`src/rtl/rf_write_arbiter.sv`:
```
`default_nettype none
// ============================================================================
// Module   : rf_write_arbiter
// Purpose  : Shares the register file's single write port between two
//            writeback sources. Each source feeds a private FIFO through a
//            valid/ready handshake; a round-robin arbiter drains one entry
//            per cycle into registered we3/a3/wd3, and a busy scoreboard
//            flags registers with pending writes.
// Options  : RF_ARB_STATS_EN adds a saturating contention counter output
//            (conflict_cnt).
// Revision : 1.0 - initial release
// ============================================================================
module rf_write_arbiter #(
  parameter int DEPTH = 2,
  parameter int AW    = 5,
  parameter int DW    = 32
) (
  input  logic               clk,
  input  logic               rst_n,
  input  logic               s0_valid,
  output logic               s0_ready,
  input  logic [AW-1:0]      s0_addr,
  input  logic [DW-1:0]      s0_data,
  input  logic               s1_valid,
  output logic               s1_ready,
  input  logic [AW-1:0]      s1_addr,
  input  logic [DW-1:0]      s1_data,
  output logic               we3,
  output logic [AW-1:0]      a3,
  output logic [DW-1:0]      wd3,
  output logic [2**AW-1:0]   busy,
`ifdef RF_ARB_STATS_EN
  output logic [15:0]        conflict_cnt,
`endif
  output logic               idle
);

  localparam int PW = $clog2(DEPTH);
  localparam int NR = 2**AW;

  // Per-source views, index 0 = source 0, index 1 = source 1
  logic [1:0]               w_valid;
  logic [1:0]               w_ready;
  logic [1:0]               w_push;
  logic [1:0]               w_pop;
  logic [1:0]               w_empty;
  logic [1:0]               w_full;
  logic [1:0][AW-1:0]       w_in_addr;
  logic [1:0][DW-1:0]       w_in_data;
  logic [1:0][AW-1:0]       w_head_addr;
  logic [1:0][DW-1:0]       w_head_data;
  logic                     w_contend;

  // r_run holds ready low until the first edge that samples rst_n high
  logic                     r_run;
  logic                     r_rr;

  assign w_valid   = {s1_valid, s0_valid};
  assign w_in_addr = {s1_addr, s0_addr};
  assign w_in_data = {s1_data, s0_data};
  assign s0_ready  = w_ready[0];
  assign s1_ready  = w_ready[1];

  generate
    for (genvar s = 0; s < 2; s++) begin : g_src
      logic [AW-1:0] r_mem_addr [DEPTH];
      logic [DW-1:0] r_mem_data [DEPTH];
      logic [PW:0]   r_wptr;
      logic [PW:0]   r_rptr;
      logic [PW:0]   w_cnt;
      logic [NR-1:0] w_busy_l;

      assign w_cnt          = r_wptr - r_rptr;
      assign w_empty[s]     = (r_wptr == r_rptr);
      assign w_full[s]      = (r_wptr[PW] != r_rptr[PW]) &&
                              (r_wptr[PW-1:0] == r_rptr[PW-1:0]);
      // Ready depends only on registered state, never on valid
      assign w_ready[s]     = r_run && !w_full[s];
      // Writes to x0 complete the handshake but are dropped here
      assign w_push[s]      = w_valid[s] && w_ready[s] && (w_in_addr[s] != '0);
      assign w_head_addr[s] = r_mem_addr[r_rptr[PW-1:0]];
      assign w_head_data[s] = r_mem_data[r_rptr[PW-1:0]];

      // Pointer update; reset flushes the FIFO by equalising the pointers
      always_ff @(posedge clk) begin
        if (!rst_n) begin
          r_wptr <= '0;
          r_rptr <= '0;
        end else begin
          if (w_push[s]) r_wptr <= r_wptr + 1'b1;
          if (w_pop[s])  r_rptr <= r_rptr + 1'b1;
        end
      end

      // Storage write; contents are meaningless once pointers are reset
      always_ff @(posedge clk) begin
        if (w_push[s]) begin
          r_mem_addr[r_wptr[PW-1:0]] <= w_in_addr[s];
          r_mem_data[r_wptr[PW-1:0]] <= w_in_data[s];
        end
      end

      // Mark destination registers of every occupied FIFO slot
      always_comb begin
        w_busy_l = '0;
        for (int i = 0; i < DEPTH; i++) begin
          if ({1'b0, PW'(i) - r_rptr[PW-1:0]} < w_cnt) begin
            w_busy_l[r_mem_addr[i]] = 1'b1;
          end
        end
      end
    end
  endgenerate

  // Grant selection: lone non-empty source wins, otherwise the RR pointer
  always_comb begin
    w_contend = !w_empty[0] && !w_empty[1];
    w_pop[0]  = !w_empty[0] && (w_empty[1] || !r_rr);
    w_pop[1]  = !w_empty[1] && (w_empty[0] ||  r_rr);
  end

  // Registered write port, RR pointer and ready enable
  always_ff @(posedge clk) begin
    if (!rst_n) begin
      r_run <= 1'b0;
      r_rr  <= 1'b0;
      we3   <= 1'b0;
      a3    <= '0;
      wd3   <= '0;
    end else begin
      r_run <= 1'b1;
      we3   <= |w_pop;
      if (w_pop[0]) begin
        a3  <= w_head_addr[0];
        wd3 <= w_head_data[0];
      end else if (w_pop[1]) begin
        a3  <= w_head_addr[1];
        wd3 <= w_head_data[1];
      end
      // Pointer moves only when both sources were competing
      if (w_contend) r_rr <= !r_rr;
    end
  end

  // Queued destinations plus the write currently on the port; x0 never busy
  assign busy = (g_src[0].w_busy_l | g_src[1].w_busy_l |
                 (we3 ? (NR'(1) << a3) : NR'(0))) & ~NR'(1);

  assign idle = (&w_empty) && !we3;

`ifdef RF_ARB_STATS_EN
  logic [15:0] r_conflict_cnt;

  // Saturating count of cycles where both FIFOs hold entries
  always_ff @(posedge clk) begin
    if (!rst_n) begin
      r_conflict_cnt <= '0;
    end else if (w_contend && (r_conflict_cnt != 16'hFFFF)) begin
      r_conflict_cnt <= r_conflict_cnt + 16'd1;
    end
  end

  assign conflict_cnt = r_conflict_cnt;
`endif

endmodule
`default_nettype wire

```
`config.mk`:
```
export PLATFORM = sky130hd
export DESIGN_NAME = rf_write_arbiter
export DESIGN_NICKNAME = d
export VERILOG_FILES = /design/src/rtl/rf_write_arbiter.sv
export SDC_FILE = /design/constraint.sdc
export NUM_CORES = 1
export LEC_CHECK = 0
export ABC_CLOCK_PERIOD_IN_PS = 6900
export CORE_ASPECT_RATIO = 2
export CORE_MARGIN = 2
export CORE_UTILIZATION = 40
export CTS_BUF_LIST = sky130_fd_sc_hd__clkbuf_4
export DETAILED_ROUTE_END_ITERATION = 8
export PLACE_DENSITY_LB_ADDON = 0.15
export SETUP_SLACK_MARGIN = 0.15
export SLEW_MARGIN = 20
export SYNTH_ARGS = -nofsm -noshare
export SYNTH_HDL_FRONTEND = slang
export SYNTH_SLANG_ARGS = --single-unit
```
`constraint.sdc`:
```
create_clock -name clk -period 6.9 [get_ports clk]
set_input_delay 2.07 -clock clk [delete_from_list [all_inputs] [get_ports clk]]
set_output_delay 2.07 -clock clk [all_outputs]
set_load 0.005 [all_outputs]
```
Word level (Yosys, flattened, before mapping)
Memories as Yosys holds them, arrays and structs flattened. A register that Yosys moved wholly into a read port is not among the register bits.
Cells that the tools add are included.
{"block": "word_totals", "register_bits": 48, "ram_bits": 148, "inputBits": 78, "word_cells": 105, "mem_count": 4}
{"block": "classes", "add_sub_neg": 10, "n_lt_le_gt_ge": 12, "eq_ne": 6, "shift": 1, "n_mux": 30, "bitwise": 4, "reduce_logical": 29}
{"name": "g_src[0].r_mem_data", "depth": 2, "word_bits": 32, "rd": 1, "rd_ports_with_merged_regs": 1, "write_ports": 1, "line_no": "67", "text": "logic [DW-1:0] r_mem_data [DEPTH];"}
{"name": "g_src[1].r_mem_data", "depth": 2, "word_bits": 32, "rd": 1, "rd_ports_with_merged_regs": 1, "write_ports": 1, "line_no": "67"}
{"name": "g_src[0].r_mem_addr", "depth": 2, "word_bits": 5, "rd": 3, "rd_ports_with_merged_regs": 1, "write_ports": 1, "line_no": "66", "text": "logic [AW-1:0] r_mem_addr [DEPTH];"}
{"name": "g_src[1].r_mem_addr", "depth": 2, "word_bits": 5, "rd": 3, "rd_ports_with_merged_regs": 1, "write_ports": 1, "line_no": "66"}
{"operator": "$mux 32", "count": 7}
{"operator": "$or 32x32->32", "count": 4}
{"operator": "$shl 1x5->32 const A", "count": 1}
{"operator": "$lt 5x6->1 const B", "count": 4}
{"operator": "$demux 1 s5", "count": 4}
{"operator": "$ge 5x1->1 const B", "count": 4}
{"operator": "$mux 1", "count": 17}
{"operator": "$logic_and 1x1->1", "count": 16}
{"operator": "$mux 5", "count": 2}
{"operator": "$reduce_bool 5->1", "count": 2}
{"operator": "$add 2x1->2 const B", "count": 4}
{"operator": "$lt 1x2->1", "count": 4}
{"operator": "$logic_not 1->1", "count": 6}
{"operator": "$eq 2x2->1", "count": 2}
{"operator": "$sub 1x1->1 const A", "count": 4}
{"operator": "$sub 2x2->2", "count": 2}
{"operator": "$eq 1x1->1", "count": 2}
{"operator": "$logic_or 1x1->1", "count": 2}
{"operator": "$ne 1x1->1", "count": 2}
{"operator": "$reduce_and 2->1", "count": 1}
{"operator": "$reduce_bool 2->1", "count": 1}
{"operator": "$reduce_or 2->1", "count": 1}

Depth between registers and ports, before layout
An unclocked memory read counts as a cell.
{"block": "logic_depth", "word_depth": 10, "depth_mapped": 9, "mapped_depth_nobuf": 8}

Worst setup path before layout
OpenSTA, ideal clock, no wires.
{"block": "synth_timing", "path_type": "input to register", "start": "input port s1_addr[0]", "end": "memory g_src[1].r_mem_addr[1][0] (enable)", "setup_ns": 0.482, "arrival_ns": 4.966, "setup_slack_ns": 1.453, "cell_stages": 3, "cell_sequence": "or4_1 -> o21ai_0 -> nor3_1"}
{"block": "synth_via", "elab_chain_cells": 4}
{"item": "start: declaration", "line_no": "26", "text": "input logic [AW-1:0] s1_addr,"}
{"item": "$reduce_bool 5->1", "line_no": "80", "text": "assign w_push[s] = w_valid[s] && w_ready[s] && (w_in_addr[s] != '0);"}
{"item": "$logic_and 1x1->1", "line_no": "80"}
{"item": "$mux 1", "line_no": "97", "text": "if (w_push[s]) begin"}
{"item": "$mux 1 (not written as such)", "line_no": "98", "text": "r_mem_addr[r_wptr[PW-1:0]] <= w_in_addr[s];"}
{"item": "end: declaration", "line_no": "66"}
No other way between the ends.

Worst setup path after layout
{"block": "layout_timing", "start": "register g_src[0].r_wptr[1]", "end": "output port busy[2]"}
{"block": "layout_via", "elab_chain_cells": 7}
{"item": "start: declaration", "line_no": "68", "text": "logic [PW:0] r_wptr;"}
{"item": "start signal: assignment", "line_no": "90", "text": "if (w_push[s]) r_wptr <= r_wptr + 1'b1;"}
{"item": "$sub 2x2->2 (*)", "line_no": "73", "text": "assign w_cnt = r_wptr - r_rptr;"}
{"item": "$lt 1x2->1", "line_no": "107", "text": "if ({1'b0, PW'(i) - r_rptr[PW-1:0]} < w_cnt) begin"}
{"item": "$mux 32", "line_no": "107"}
{"item": "$or 32x32->32 (no line)"}
{"item": "$mux 32 (*)", "line_no": "107"}
{"item": "$or 32x32->32 (*) (2 in a row)", "line_no": "146", "text": "assign busy = (g_src[0].w_busy_l | g_src[1].w_busy_l |"}
{"item": "end: declaration", "line_no": "31", "text": "output logic [2**AW-1:0] busy,"}
Every way passes the cells marked *; elsewhere a longest branch is shown, timed or not.

==> metrics.yaml <==
viasPerCell: 5.74
crit_type: "flip-flop to primary output"
timing.final.crit_share_pct: 80.7
num_rows: 75
ios: 151
dpl.hpwl_microns: 19800
synth_ff_type: "edfxtp_1"
final_cell_mix: "clkdlybuf4s50_1 (149), edfxtp_1 (148), mux2i_1 (78)"
grt_pass1_vias: 6423
detail-route-antenna-nets: 0
syn_nets: 741
period_needed_ps: 5570
crit_chain: "xor2_2 > inv_1 > ha_1 > or3b_2 > nor4_1 > a211oi_1 > o221ai_1 > clkdlybuf4s50_1"
cp_slowest_cell: "or3b_2"
synth-seq-cells: 198
power-per-cell-area_nw_per_um2: 310
cts_made_buffers: 17
p_leak_uw: 0.00334
die_w_microns: 107
final_area_sq_um: 10500
nets: 873
cts_resized: 0
area_delta_synth_final_pct: 23.0
crit_path_start_kind: "flip-flop"
hold_class: "flip-flop to flip-flop"
routed_wl_microns: 26900
postCtsHoldBufs: 0
critical-path-max-stage-delay_ps: 610
clkPwrFrac_pct: 16.8
coreArea_sq_um: 21000
post-route-drc-count: 0
multi_input_area_sq_um: 2850
p_int_uw: 2160
vias: 6155
grt_max_degree: 38
synth_top_area_cell: "edfxtp_1"
ir_drop_v: 0.000246
hold_slack_ps: 485
drtPass1Iterations: 6
gp_congestion: 0.997
avgRoutedWirePerCell_microns: 25.1
wl_met2_microns: 15500
dpl_cell_area_sq_um: 10300
layout_commonest_cell: "clkdlybuf4s50_1"
relSlewSlack_pct: 25.4
finClkSkew_ps: 16.4
post-route-worst-setup-slack_ps: 1330
htreeDepth: 4
die_y_microns: 211
worst_pin_slew_ps: 1120
clock_latency_ps: 580
ff_latch_area_sq_um: 5450
hold_viol_final: 0
routed.top_layer: "met4"
p_comb_share_pct: 33.5
drt-met1-wl_microns: 8770
antenna_found_initial: 2
netlist-cell-type-count: 37
maxCapViolations: 0
crit_path_end_kind: "primary output"
cts_sinks: 198
setup-violations-final: 0
switchingPower_uw: 1100
met3_length_microns: 1130
tns_ps: 0
dr.first_iter.drc_count: 386
cts-root-buf: "clkbuf_4"
path_clk_slew_ps: 130
synthArstFlopShare_pct: 0
pre_cts_ws_ps: 1950
crit_fanout: 8
ys_warn_count: 0
synth.area.top_cells: "edfxtp_1 (52%), dfxtp_1 (12%), mux2i_1 (9.1%), o221ai_1 (6.4%), nor2_1 (2.6%)"
cts_tree: "yes"
grt_pass1_wl_microns: 39700
rsz0062_at_grt: "no"
netlist_area_sq_um: 8540
start_util_pct: 40.6
track_usage_pct: 24.4
swShare_pct: 33.7
maxSlewViolCount: 0
cp.required_ps: 4830
cts_max_path_buffers: 2
synth-edff-count: 148
syn_inst: 657
crit_arrival_ps: 3500
grt_overflow: 0
max_freq_mhz: 180
pwr-share-seq_pct: 49.7
drive_gt1_share_pct: 9.23
die_area_sq_um: 22600
post_cts_buffers: 0
fillers: 1905
io_buffers: 149
syn_avg_cell_area_sq_um: 13.0
synth_top_area_share_pct: 52.0
status: "complete, no violations"
yosysSeqAreaShare_pct: 63.7
synthesized netlist by cell type (6+ instances only):
cell	number
o22ai_1	28
dfxtp_1	50
o21ai_0	6
mux2i_1	78
nor2_1	60
nand3b_1	19
clkbuf_1	34
edfxtp_1	148
a21oi_1	9
inv_1	16
nor4_1	7
or3b_2	18
nand2_1	48
nand3_1	8
ha_1	6
or3_1	9
o221ai_1	62
nor3_1	8
sequential cells by signal, summed over array words and instances, names as in the netlist, named ones only:
name,flops
g_src.r_mem_addr,20
wd3,32
g_src.r_mem_data,128
r_rr,1
r_run,1
we3,1
g_src.r_rptr,4
g_src.r_wptr,4
a3,5
stage by stage:
stage	total power, uW	instances	utilization, %
5_1_grt	3420	1073	50.0
6_report	3260	1073	50.0
2_1_floorplan	2160	657	-
4_1_cts	3290	1071	50.0
3_3_place_gp	2730	1039	48.8
3_5_place_dp	2740	1039	48.8
cell families after synthesis:
logic type / after synthesis / share of synthesized area [%]
XOR/XNOR: 3 / 0.483
AO/OA/AOI/OAI: 118 / 10.9
multiplexers: 78 / 9.14
buffers and inverters: 62 / 3.19
other: 1 / 0.0439
flip-flops: 198 / 63.7
AND/OR/NAND/NOR: 191 / 11.7
adder cells (fa/ha/maj): 6 / 0.879
power groups by stage:
stage	logic, uW	clock network (uW)	registers (uW)
after global placement	1090	0	1640
after global routing	1170	609	1640
after detailed placement	1090	0	1650
after CTS	1100	569	1620
after floorplan	579	0	1580
final	1090	548	1620
cell type report:
type,instances,share of cell area (%)
clock inverter,14,1.04
tap,269,3.20
clock buffer,18,1.29
timing repair buffer,159,14.9
antenna,2,0.0476
multi-input combinational,397,27.1
sequential,198,51.8
inverter,16,0.572
worst paths after layout:
kind | slack, ps | endpoint | start | depth (start not counted)
hold reg to reg | 480 | wd3[10] | wd3[10] | 2
hold / removal | 480 | wd3[10] | wd3[10] | 2
setup reg to reg | 3900 | g_src[0].r_mem_data[1][19] | g_src[0].r_wptr[0] | 6
setup / recovery | 1330 | busy[2] | g_src[0].r_wptr[1] | 8
critical path, delay by kind of cell (launching register included):
family / cells / cell delay, ps
AOI/OAI and AO/OA: 2 / 300
xor gates and xnor gates: 1 / 280
adders and majority gates: 1 / 240
buffers and inverters: 2 / 670
DFF: 1 / 410
and+or+nand+nor: 2 / 1010
layer usage:
layer	track usage [%]	vias to the layer above
li1	-	2806
met1	24.2	3019
met2	46.7	260
met3	3.92	70
met4	13.7	0
met5	0	-
Power figures use the tool's default switching activity.
